<file path="config.mk">
export PLATFORM = sky130hd
export DESIGN_NAME = display_timing_480p
export DESIGN_NICKNAME = d
export VERILOG_FILES = /design/src/rtl/display_timing_480p.sv
export SDC_FILE = /design/constraint.sdc
export NUM_CORES = 1
export LEC_CHECK = 0
export CORE_MARGIN = 3
export CORE_UTILIZATION = 50
export DETAILED_ROUTE_END_ITERATION = 8
export PLACE_DENSITY = 0.77
export SLEW_MARGIN = 20
export SYNTH_ARGS = -nofsm -noshare
export SYNTH_HDL_FRONTEND = slang
export SYNTH_SLANG_ARGS = --single-unit
</file>
<file path="constraint.sdc">
create_clock -name clk_pix -period 2.64 [get_ports clk_pix]
set_input_delay 0.528 -clock clk_pix [delete_from_list [all_inputs] [get_ports clk_pix]]
set_output_delay 0.528 -clock clk_pix [all_outputs]
set_load 0.01 [all_outputs]
</file>
<file path="src/rtl/display_timing_480p.sv">
// Video timing generator for 848x480 at 60 Hz in the pixel clock domain.
// Waits for a stable PLL lock, then emits coordinates, syncs, data enable and strobes.
module display_timing_480p #(
  parameter int   CORDW    = 11,
  parameter int   H_ACTIVE = 848,
  parameter int   H_FP     = 16,
  parameter int   H_SYNC   = 112,
  parameter int   H_BP     = 112,
  parameter int   V_ACTIVE = 480,
  parameter int   V_FP     = 6,
  parameter int   V_SYNC   = 8,
  parameter int   V_BP     = 23,
  parameter logic H_POL    = 1'b1,
  parameter logic V_POL    = 1'b1,
  parameter int   SETTLE   = 16
) (
  input  logic             clk_pix,
  input  logic             rst_pix,
  input  logic             clk_locked,
  output logic             running,
  output logic [CORDW-1:0] sx,
  output logic [CORDW-1:0] sy,
  output logic             hsync,
  output logic             vsync,
  output logic             de,
  output logic             frame,
  output logic             line
);

  // state    | meaning
  // ST_IDLE  | no lock; outputs parked at idle values
  // ST_SETTLE| lock seen; counting consecutive locked cycles
  // ST_RUN   | lock stable; timing generated

  localparam int H_TOTAL = H_ACTIVE + H_FP + H_SYNC + H_BP;
  localparam int V_TOTAL = V_ACTIVE + V_FP + V_SYNC + V_BP;

  localparam logic [CORDW-1:0] H_LAST   = CORDW'(H_TOTAL - 1);
  localparam logic [CORDW-1:0] V_LAST   = CORDW'(V_TOTAL - 1);
  localparam logic [CORDW-1:0] H_ACT    = CORDW'(H_ACTIVE);
  localparam logic [CORDW-1:0] V_ACT    = CORDW'(V_ACTIVE);
  localparam logic [CORDW-1:0] HS_START = CORDW'(H_ACTIVE + H_FP);
  localparam logic [CORDW-1:0] HS_END   = CORDW'(H_ACTIVE + H_FP + H_SYNC - 1);
  localparam logic [CORDW-1:0] VS_START = CORDW'(V_ACTIVE + V_FP);
  localparam logic [CORDW-1:0] VS_END   = CORDW'(V_ACTIVE + V_FP + V_SYNC - 1);
  localparam logic [15:0]      SETTLE_LAST = 16'(SETTLE - 1);

  typedef enum logic [1:0] {ST_IDLE, ST_SETTLE, ST_RUN} state_t;

  state_t           state, state_nxt;
  logic [15:0]      cnt, cnt_nxt;
  logic [CORDW-1:0] sx_nxt, sy_nxt;
  logic             run_nxt, hs_nxt, vs_nxt, de_nxt, frame_nxt, line_nxt;

  always_ff @(posedge clk_pix) begin
    if (rst_pix) begin
      state   <= ST_IDLE;
      cnt     <= '0;
      running <= 1'b0;
      sx      <= '0;
      sy      <= '0;
      hsync   <= ~H_POL;
      vsync   <= ~V_POL;
      de      <= 1'b0;
      frame   <= 1'b0;
      line    <= 1'b0;
    end else begin
      state   <= state_nxt;
      cnt     <= cnt_nxt;
      running <= run_nxt;
      sx      <= sx_nxt;
      sy      <= sy_nxt;
      hsync   <= hs_nxt;
      vsync   <= vs_nxt;
      de      <= de_nxt;
      frame   <= frame_nxt;
      line    <= line_nxt;
    end
  end

  // The IDLE cycle that first sees lock counts as the first settle cycle.
  always_comb begin
    state_nxt = state;
    cnt_nxt   = cnt;
    case (state)
      ST_IDLE: begin
        cnt_nxt = '0;
        if (clk_locked) begin
          if (SETTLE == 1) begin
            state_nxt = ST_RUN;
          end else begin
            state_nxt = ST_SETTLE;
            cnt_nxt   = 16'd1;
          end
        end
      end
      ST_SETTLE: begin
        if (!clk_locked) begin
          state_nxt = ST_IDLE;
          cnt_nxt   = '0;
        end else if (cnt == SETTLE_LAST) begin
          state_nxt = ST_RUN;
          cnt_nxt   = '0;
        end else begin
          cnt_nxt = cnt + 16'd1;
        end
      end
      ST_RUN: begin
        cnt_nxt = '0;
        if (!clk_locked) state_nxt = ST_IDLE;
      end
      default: begin
        state_nxt = ST_IDLE;
        cnt_nxt   = '0;
      end
    endcase
  end

  // Flags are computed from the next coordinates so they register alongside them.
  always_comb begin
    sx_nxt    = '0;
    sy_nxt    = '0;
    run_nxt   = (state_nxt == ST_RUN);
    hs_nxt    = ~H_POL;
    vs_nxt    = ~V_POL;
    de_nxt    = 1'b0;
    frame_nxt = 1'b0;
    line_nxt  = 1'b0;
    if (state == ST_RUN && state_nxt == ST_RUN) begin
      if (sx == H_LAST) begin
        sx_nxt = '0;
        sy_nxt = (sy == V_LAST) ? '0 : sy + 1'b1;
      end else begin
        sx_nxt = sx + 1'b1;
        sy_nxt = sy;
      end
    end
    if (run_nxt) begin
      hs_nxt    = (sx_nxt >= HS_START && sx_nxt <= HS_END) ? H_POL : ~H_POL;
      vs_nxt    = (sy_nxt >= VS_START && sy_nxt <= VS_END) ? V_POL : ~V_POL;
      de_nxt    = (sx_nxt < H_ACT) && (sy_nxt < V_ACT);
      frame_nxt = (sx_nxt == '0) && (sy_nxt == '0);
      line_nxt  = (sx_nxt == '0);
    end
  end

endmodule

</file>
# Yosys cells after proc, flatten, opt, wreduce, memory -nomap -nowiden

Index checks and enable logic that the tools add are counted.

Multiplexer cells: 16
Divide/modulo/power cells: 0
Add/subtract/negate cells: 3
Bitwise logic cells: 1
Reductions and logical operators: 9
Shift operators: 0
Multiply operators: 0
Magnitude comparators: 6
Eq/ne operators: 6

Operator list:

| kind                    | number |
|---|---|
| $mux W11                | 5 |
| $mux W16                | 2 |
| $pmux W16 S2            | 1 |
| $add A11 B1 Y11 const B | 2 |
| $logic_not A11 Y1       | 2 |
| $add A16 B1 Y16 const B | 1 |
| $eq A16 B4 Y1 const B   | 1 |
| $eq A11 B10 Y1 const B  | 1 |
| $eq A11 B11 Y1 const B  | 1 |
| $ge A11 B10 Y1 const B  | 1 |
| $ge A11 B9 Y1 const B   | 1 |
| $le A11 B10 Y1 const B  | 1 |
| $le A11 B9 Y1 const B   | 1 |
| $lt A11 B10 Y1 const B  | 1 |
| $lt A11 B9 Y1 const B   | 1 |
| $mux W2                 | 4 |
| $pmux W2 S3             | 1 |
| $logic_and A1 B1 Y1     | 5 |
| $eq A2 B2 Y1 const B    | 2 |
| $mux W1                 | 3 |
| $eq A2 B1 Y1 const B    | 1 |
| $logic_not A2 Y1        | 1 |
| $reduce_or A2 Y1        | 1 |
| $not A1 Y1              | 1 |

Bits of input ports: 3
Bits in read-only memories: 0
Bits in latches: 0
Word-level logic and storage cells: 51
Memories: 0
RAM bits: 0
Bits in registers: 46
Output and inout port bits: 28

# Depth between registers and ports, before layout

Gate-level depths: netlist (run 1).

Depth after elaboration: 10
Mapped depth: 8
Mapped depth without buffers: 8

# Least setup slack after synthesis (run 1)

OpenSTA, ideal clock, no wires.

Path kind: register to register
Start: register sx[7]
End: register de
Data required time: 2.513 ns
Buffers on the path: 2
Setup slack: -0.149 ns
Clock period less this slack: 2.789 ns
Stages on the path, launching flop included: 9
Library setup time: 0.127 ns
Arrival time: 2.662 ns
Cells stage by stage: dfxtp_1 -> buf_6 -> or3_4 -> or4_1 -> buf_2 -> or3_1 -> and2_4 -> or4b_4 -> nor3b_2

Word-level cells in the longest chain between the ends: 5
Elaborated cells between the ends (all ways): 9
Those cells by class: add/sub (1); order compare (2); eq/ne (1); mux (4); reduce/logical (1)

Ends and longest elaborated chain:

| what                                              | RTL line | source |
|---|---|---|
| start: declaration                                | 21       | `output logic [CORDW-1:0] sx,` |
| start signal: assignment                          | 71       | `sx <= sx_nxt;` |
| $add A11 B1 Y11 or $eq A11 B11 Y1 (tied branches) | 134, 130 |  |
| $mux W11                                          | 130      | `if (sx == H_LAST) begin` |
| $mux W11                                          | 129      | `if (state == ST_RUN && state_nxt == ST_RUN) begin` |
| $lt A11 B10 Y1 or $lt A11 B9 Y1 (tied branches)   | 141      | `de_nxt = (sx_nxt < H_ACT) && (sy_nxt < V_ACT);` |
| $logic_and A1 B1 Y1 *                             | 141      |  |
| end signal: assignment                            | 75       | `de <= de_nxt;` |
| end: declaration                                  | 25       | `output logic de,` |

Every way passes the cells marked *; elsewhere a longest branch is shown, timed or not.
A chain may end at the register's enable or synchronous reset.

# Worst setup path after layout (run 1)

Start: register sx[9]
End: register de

Same word-level chain as after synthesis.

==> impl_metrics.ini, run 1 <==
[cts]
cts-htree-levels = 2
clk_path_buf_depth = 2
clock_sinks = 46
clk_pin_slew_worst_paths_ns = 0.08
cts_tree = yes
insertion_delay_ns = 0.30
cts-root-buf = clkbuf_8
cts_buffers = 5
cts_hold_buffers = 0

[yosys]
synth_ff_type = dfxtp_1
synthesis.area_um2 = 2460
yosysWarnings = 0
synthAdderAreaFrac_pct = 2.04
synth.avg_cell_area_um2 = 8.30
synth_edf_count = 0
yosys.area_share.xor_xnor_pct = 8.91
synthCells = 296
synth_top_family_by_area = simple AND/OR/NAND/NOR gates
synth-compound-area-share_pct = 9.27
ys_async_sr_fraction_pct = 0
synthSimpleGateAreaFrac_pct = 36.8
synth_fp_nets = 303
synth_seq_cells = 46
synth_mux_area_share_pct = 1.73
yosysUniqueCellTypes = 52
seq_area_frac_synth_pct = 37.5

[sta]
skew_ns = 0.00611
hold-worst-slack_ns = 0.481
setup_ws_ns = 0.0541
layout_min_cycle_time_ns = 2.59
fin_crit_sh_pct = 98.0
setup_viol = 0
hold_viol = 0
rsz0062_at_grt = false
final_max_slew_viol_count = 0
fmaxAchievable_mhz = 387
worst_pin_slew_ns = 0.465
slew_headroom_pct = 69.0

[worst_setup_path]
reg2reg_depth = 6
timing.rr.start = sx[9]$_SDFF_PP0_
endpoint_kind = flop
crit_required_ns = 2.82
r2r_slack_ns = 0.05
reg2reg_to = de$_SDFF_PP0_
worst-setup-path-type = flop to flop
arrival_ns = 2.76
crit_fanout = 9
worstSetupStartpointType = flop

[routing]
avgViaCountPerCell = 5.74
via_count = 2324
first_pass_iters = 4
drc = 0
drt_wl_total_mm = 5.98
wl_per_cell_um = 14.8
drt_iter0_drc = 104
antenna_left = 0

[power_and_ir_drop]
ir_worst_vdd_mv = 0.291
pwr_density_cell_nw_per_um2 = 405
power_frac_seq_pct = 56.0
p_leak_nw = 1.00
power.switching_mw = 0.239
combinationalPowerShare_pct = 1.0
intPower_mw = 1.00
fin_total_pwr_mw = 1.24
pwr-share-clk_pct = 43.0
swShare_pct = 19.2

[floorplan]
fp.dieArea_um2 = 5790
rows = 24
initial_core_util_pct = 54.2
die_y_um = 76.1
die_w_um = 76.1
fp.coreArea_um2 = 4530
ios = 31

[worst_hold_path]
min-delay-start = cnt[0]$_SDFF_PP0_
hold_path.class = flop to flop
holdPathEnd = cnt[0]$_SDFF_PP0_
hold_depth = 1

[final_layout]
insertedDiodeCount = 0
fin_nets = 347
drive_gt1_share_pct = 14.7
final_cell_area_um2 = 3070
syn_to_final_growth_pct = 24.9
fin_cells = 405

[outcome]
status = completed

[global_routing]
grt_pass1_vias = 2118
grt_pass1_wl_mm = 9.95
gr-usage-all-layers_pct = 20.7
antenna_found_initial = 0
grt-ovfl-total = 0
grt_max_degree = 16

[job]
maxCapViolations = 0

[placement]
placed_area_um2 = 2940
dp_cells = 398
dpl_worst_slack_ns = 0.0751
portBuffers = 30
place.gp.congestion = 0.878
dp_hpwl_mm = 4.54
[layer usage]
metal	part of all wire, %	GRT usage (%)
met1	46	27.3
met2	48	33.3
met3	3.7	3.90
met4	2.2	8.88
met5	0	0
[registers in the layout, indices dropped and copies added (netlist names)]
name and cells:
state 2, sy 11, running 1, line 1, de 1, frame 1
vsync 1, hsync 1, cnt 16, sx 11
[cell usage after synthesis (all sizes together) (3+ instances only)]
cell    instances  area share [%]
dfxtp          46              37
nor2           45             6.9
nand3          19             3.9
nand2          17             2.6
xor2           14             5.0
nand4          13             3.3
nor4           12             3.3
xnor2          11             3.9
clkbuf         10             1.5
inv             9             1.4
and2            8             2.1
o21ai           8             1.6
nor3            7             1.4
nor2b           6             1.5
a21oi           5             1.0
and3            5             1.3
ha              4             2.0
nand2b          4             1.0
nand4b          4             1.4
nor4b           4             1.9
or3             4             1.2
or4             4             1.2
a211oi          3            0.92
buf             3            0.87
o21a            3            0.92
or2             3            0.76
[through the flow]
stage	utilization, %	TNS [ns]
detailed placement	64.8	0
global route	67.7	0
global placement	64.8	0
CTS	67.3	0
floorplan	-	-0.0322
finish	67.7	0
[kinds of logic (layout without fill, tap and decap cells)]
logic type,Yosys count,count (layout)
and+or+nand+nor,162,162
DFF,46,46
AOI/OAI and AO/OA,33,33
xor gates and xnor gates,25,25
buffers and inverters,22,66
adders and majority gates,4,4
muxes,4,4
[timing repair]
action                     in CTS  in global routing
setup buffers                   0                  0
setup endpoints to repair       0                  2
gates resized for setup         0                  5
[power groups by stage]
stage	clock [mW]	sequential, mW	combinational [mW]
after floorplan	0	0.712	0.00642
after global placement	0	0.713	0.0122
after detailed placement	0	0.713	0.0123
after CTS	0.540	0.696	0.0125
after global routing	0.569	0.697	0.0143
final	0.534	0.696	0.0124
[worst max-delay path: stages, from the launching register on]
cell,delay [ns]
dfxtp_2,0.37
or3_4,0.40
or4_4,0.49
or3_4,0.39
and2_4,0.17
or4b_4,0.48
nor3b_2,0.17
[how the worst max path moves through the flow]
stage,from,cells after the start,slack [ns],to
CTS,sx[9]$_SDFF_PP0_,6,0.03,de$_SDFF_PP0_
global route,sx[9]$_SDFF_PP0_,6,0.005,de$_SDFF_PP0_
floorplan,sx[7]$_SDFF_PP0_,8,-0.03,de$_SDFF_PP0_
finish,sx[9]$_SDFF_PP0_,6,0.05,de$_SDFF_PP0_
global placement,sx[9]$_SDFF_PP0_,6,0.10,de$_SDFF_PP0_
detailed placement,sx[9]$_SDFF_PP0_,6,0.08,de$_SDFF_PP0_
[cell usage in the layout, fill, tap and decap left out, drive strengths merged, types with 3 or more instances in the layout]
cell and n:
nand3 19, nand2b 4, clkbuf 6, nor2b 6
or4 4, nand4b 4, nand4 13, nand2 17
o21ai 8, inv 9, or3 4, o21a 3
ha 4, clkdlybuf4s50 30, dfxtp 46, xnor2 11
nor4 12, nor4b 4, a211oi 3, xor2 14
a21oi 5, nor2 45, nor3 7, and2 8
or2 3, and3 5, buf 20
[cell type report]
cell class              instances  area (um2)
clock buffers                   6        82.6
clock inverters                 1        30.0
fillers                       392        1470
inverters                       9        33.8
multi-input cells             228        1460
flip-flops and latches         46         928
well taps                      65        81.3
repair buffers                 50         450
Note: power is estimated with default switching activity, not from simulation.
==> inputs of run 2 (changes only) <==
- MAX_ROUTING_LAYER: default -> met4
==> run 2 against run 1 <==
Net effect: clock skew up 0.0049 ns; clock power down 19%; cell count up 2.0%; critical path depth unchanged; first-iteration DRC count up 43%; via count down 0.34%; utilization up 0.28 points; routed wire length down 1.8%; flip-flop and latch count unchanged; design area up 0.41%; critical path type unchanged; critical endpoint unchanged.
==> impl_metrics.ini, run 2 (synthesis gave the netlist of run 1 again) <==
[worst_setup_path]
endpoint_kind = flop
slowest_delay_ns = 0.49
crit_path_start = sx[8]$_SDFF_PP0_
worstPathCellList = or3_4 -> or4_4 -> or3_1 -> and2_4 -> or4b_4 -> nor3b_2
worstSetupStartpointType = flop
cpMaxStageDelayCell = or4_4
crit_fanout = 4
worst-setup-path-type = flop to flop
reg2reg_to = de$_SDFF_PP0_
arrival_ns = 2.75
reg2reg_depth = 6
r2r_slack_ns = 0.08
crit_required_ns = 2.83
timing.rr.start = sx[8]$_SDFF_PP0_

[final_layout]
fin_cells = 413
top_regs = cnt (16), sx (11), sy (11)
syn_to_final_growth_pct = 25.4
multi_input_area_um2 = 1450
fin_nets = 354
drive_gt1_share_pct = 15.8
mostFrequentLayoutCells = nor2_1, dfxtp_1, clkdlybuf4s50_1
final_common_cell = nor2_1
seq_area_um2 = 928
final_cell_area_um2 = 3080
nFillCells = 374
postLayoutCoreUtil_pct = 67.9
insertedDiodeCount = 0
largest_reg_flops = 16
top_register = cnt

[job]
maxCapViolations = 0

[routing]
drc = 0
antenna_left = 0
first_pass_iters = 6
avgViaCountPerCell = 5.61
via_count = 2316
wl_per_cell_um = 14.2
drt_wl_total_mm = 5.87
drt_iter0_drc = 149

[sta]
skew_ns = 0.0110
worst_pin_slew_ns = 0.509
fmaxAchievable_mhz = 390
hold-worst-slack_ns = 0.476
setup_viol = 0
slew_headroom_pct = 66.1
hold_viol = 0
setup_ws_ns = 0.0762
rsz0062_at_grt = false
layout_min_cycle_time_ns = 2.56
fin_crit_sh_pct = 97.1
final_max_slew_viol_count = 0

[global_routing]
grt-ovfl-total = 0
gr-usage-all-layers_pct = 21.3
grt_max_degree = 16
grt_pass1_vias = 2181
grt_pass1_wl_mm = 9.89
antenna_found_initial = 0

[cts]
cts-htree-levels = 2
cts_tree = yes
clk_pin_slew_worst_paths_ns = 0.09
cts-root-buf = clkbuf_8
clock_sinks = 46
clk_path_buf_depth = 2
cts_hold_buffers = 0
cts-resized-gates = 0
postCtsSetupBuffers = 0
cts_buffers = 5
insertion_delay_ns = 0.30

[floorplan]
rows = 24
ios = 31
initial_core_util_pct = 54.2
die_y_um = 76.1
fp.coreArea_um2 = 4530
fp.dieArea_um2 = 5790
die_w_um = 76.1

[placement]
portBuffers = 30
dp_hpwl_mm = 4.52
dp_cells = 405
placed_area_um2 = 2990
place.gp.congestion = 0.908
dpl_worst_slack_ns = 0.0829

[worst_hold_path]
hold_depth = 1
holdPathEnd = cnt[0]$_SDFF_PP0_
hold_path.class = flop to flop
min-delay-start = cnt[0]$_SDFF_PP0_

[power_and_ir_drop]
p_leak_nw = 1.03
ir_worst_vdd_mv = 0.315
pwr_density_cell_nw_per_um2 = 371

[outcome]
status = completed
run 2: worst max path at each step:
stage | endpoint | slack (ns) | cells after the start
3_3_place_gp | de$_SDFF_PP0_ | 0.15 | 6
6_report | de$_SDFF_PP0_ | 0.08 | 6
4_1_cts | frame$_SDFF_PP0_ | 0.06 | 6
3_5_place_dp | frame$_SDFF_PP0_ | 0.08 | 6
2_1_floorplan | de$_SDFF_PP0_ | -0.03 | 8
5_1_grt | de$_SDFF_PP0_ | 0.02 | 6
run 2: worst max-delay path: cells and delay by family (launching register included):
kind	cells	cell delay, ns
AND/OR/NAND/NOR	6	2.10
flip-flops	1	0.36
run 2: power by group:
group          internal [mW]  switching, mW
Sequential             0.695        0.00144
Clock                  0.187          0.249
Combinational        0.00598        0.00619
run 2: final cells by class:
type / count / share of cell area, %
multi-input cells: 228 / 47.0
flip-flops and latches: 46 / 30.1
repair buffers: 57 / 16.3
well taps: 65 / 2.64
clock buffers: 5 / 2.23
inverters: 9 / 1.10
clock inverters: 3 / 0.609
run 2: routing by layer:
layer / wire length (um) / vias to the layer above / global-route usage [%]
met4: 72 / 0 / 7.25
met3: 291 / 12 / 5.20
met1: 2780 / 1061 / 27.7
met5: 0 / - / -
met2: 2720 / 75 / 32.7
li1: - / 1168 / -
run 2: stage by stage:
step / TNS (ns) / power, mW
3_5_place_dp: 0 / 0.725
5_1_grt: 0 / 1.19
2_1_floorplan: -0.0322 / 0.719
6_report: 0 / 1.14
3_3_place_gp: 0 / 0.725
4_1_cts: 0 / 1.15
==> inputs of run 3 (changes only) <==
- CAP_MARGIN: default -> 20
- CORE_UTILIZATION: 50 -> 59
- HOLD_SLACK_MARGIN: default -> 0.1
- PLACE_DENSITY: 0.77 -> 0.85
- clock period: 2.64 -> 3.3 ns (I/O delays scaled with it)
==> run 3 against run 2 <==
Net effect: sequential power down 20%; design area down 5.8%; critical endpoint is now vsync$_SDFF_PP0_; flip-flop and latch count unchanged; clock power down 2%; critical path depth unchanged; clock-buffer cell count up 1; largest cell class unchanged; routed wire length up 0.19%; global-route usage up 3.6 points; non-clock buffer count down 23; sequential share of layout area up 1.6 points; first-iteration DRC count unchanged.
==> impl_metrics.ini, run 3 (synthesis gave the netlist of run 1 again) <==
[worst_setup_path]
arrival_ns = 3.00
endpoint_kind = flop
slowest_delay_ns = 0.74
worstSetupStartpointType = flop
worstPathCellList = or4b_2 -> nor4b_2 -> nand3_1 -> a221oi_1 -> xor2_1 -> nor4_2
worst-setup-path-type = flop to flop
r2r_slack_ns = 0.51
crit_fanout = 9
cpMaxStageDelayCell = or4b_2
worst-path-buf-inv = 0
crit_required_ns = 3.51
reg2reg_to = vsync$_SDFF_PP0_
cp_top_family = simple AND/OR/NAND/NOR gates
timing.rr.start = sx[7]$_SDFF_PP0_
reg2reg_depth = 6

[routing]
first_pass_iters = 4
drt_iter0_drc = 149
drt_wl_total_mm = 5.88
via_count = 2258
avgViaCountPerCell = 6.07
antenna_left = 0
drc = 0
wl_per_cell_um = 15.8

[placement]
portBuffers = 30
place.gp.congestion = 0.938
dp_cells = 365
dp_hpwl_mm = 4.28

[cts]
cts-root-buf = clkbuf_8
cts_tree = yes
cts-htree-levels = 2
clk_pin_slew_worst_paths_ns = 0.08
cts_hold_buffers = 0
insertion_delay_ns = 0.30
postCtsSetupBuffers = 0
clock_sinks = 46
clk_path_buf_depth = 2
cts-resized-gates = 0
cts_buffers = 5

[final_layout]
mostFrequentLayoutCells = dfxtp_1, nor2_1, clkdlybuf4s50_1
fin_nets = 331
syn_to_final_growth_pct = 18.1
nFillCells = 296
multi_input_area_um2 = 1440
top_regs = cnt (16), sx (11), sy (11)
fin_cells = 372
largest_reg_flops = 16
drive_gt1_share_pct = 7.41
top_register = cnt
final_common_cell = dfxtp_1
seq_area_um2 = 921
insertedDiodeCount = 0

[worst_hold_path]
min-delay-start = cnt[0]$_SDFF_PP0_
hold_path.class = flop to flop
holdPathEnd = cnt[0]$_SDFF_PP0_
hold_depth = 1

[global_routing]
grt_util_met1_pct = 32.6
grt-ovfl-total = 0
met3_usage_pct = 4.17
gr-usage-all-layers_pct = 25.0
gr-usage-met2_pct = 39.2
globalRoute.busiestLayer = met2
grt_pass1_vias = 2103
grt_max_degree = 17
grt_pass1_wl_mm = 9.87
antenna_found_initial = 0

[sta]
hold_viol = 0
final.setup.tns_ns = 0
rsz0062_at_grt = false
worst_pin_slew_ns = 0.632
layout_min_cycle_time_ns = 2.79
setup_viol = 0
fin_crit_sh_pct = 84.5
final_max_slew_viol_count = 0
fmaxAchievable_mhz = 359
skew_ns = 0.00468
slew_headroom_pct = 57.8

[floorplan]
initial_core_util_pct = 64.2
fp.dieArea_um2 = 4970
ios = 31
rows = 22
die_y_um = 70.5
die_w_um = 70.5
fp.coreArea_um2 = 3830

[job]
maxCapViolations = 0

[outcome]
status = completed

[power_and_ir_drop]
pwr_density_cell_nw_per_um2 = 342
ir_worst_vdd_mv = 0.391
p_leak_nw = 0.910
-- run 3: cell types whose count changed in the layout (fill, tap and decap cells not counted) --
cell       delta
inv_6         -1
buf_4        -23
or4_1         +1
dfxtp_2       -6
clkinv_2      -2
o21ai_1       -1
clkbuf_8      +1
or4_4         -1
bufinv_16     +1
dfxtp_1       +6
o21ai_0       +1
-- run 3: metal layers --
metal	part of all wire [%]	vias up	routed length, um
met5	0	-	0
met4	2.1	0	123
met3	5.8	14	340
met2	46	76	2730
met1	46	1047	2690
li1	-	1121	-
-- run 3: area by class of cell --
cell class	count	area share [%]
Multi-Input combinational cell	228	49.7
Timing Repair Buffer	34	11.4
Tap cell	48	2.07
Clock inverter	1	1.04
Inverter	9	1.16
Sequential cell	46	31.8
Clock buffer	6	2.85
-- run 3: worst max-delay path by stage --
stage / start / depth (start not counted) / endpoint
2_1_floorplan: sx[7]$_SDFF_PP0_ / 8 / de$_SDFF_PP0_
3_3_place_gp: sx[7]$_SDFF_PP0_ / 6 / de$_SDFF_PP0_
3_5_place_dp: sx[7]$_SDFF_PP0_ / 6 / de$_SDFF_PP0_
4_1_cts: sx[2]$_SDFF_PP0_ / 6 / de$_SDFF_PP0_
5_1_grt: sx[10]$_SDFF_PP0_ / 6 / vsync$_SDFF_PP0_
6_report: sx[7]$_SDFF_PP0_ / 6 / vsync$_SDFF_PP0_
-- run 3: metrics by stage --
step / total power, mW / hold WS [ns] / utilization [%] / worst slack, ns / area [um2]
after floorplan: 0.575 / 0.440 / - / 0.511 / 2460
after global placement: 0.579 / 0.461 / 72.9 / 0.627 / 2790
after detailed placement: 0.580 / 0.488 / 72.9 / 0.610 / 2790
after CTS: 0.996 / 0.500 / 75.8 / 0.574 / 2900
after global routing: 1.02 / 0.541 / 75.8 / 0.393 / 2900
final: 0.993 / 0.491 / 75.8 / 0.511 / 2900
-- run 3: power by group --
group	leakage, nW	switching, mW	total, mW	internal [mW]
logic	0.482	0.00508	0.00948	0.00439
registers	0.371	0.00118	0.557	0.556
clock network	0.0573	0.184	0.427	0.242
total	0.910	0.190	0.993	0.803
-- run 3: worst register-to-register path, delay by kind of cell (launching register included) --
| kind | cells | cell delay (ns) |
|---|---|---|
| AND/OR/NAND/NOR | 4 | 1.76 |
| flip-flops | 1 | 0.41 |
| AO/OA/AOI/OAI | 1 | 0.40 |
| XOR/XNOR | 1 | 0.13 |
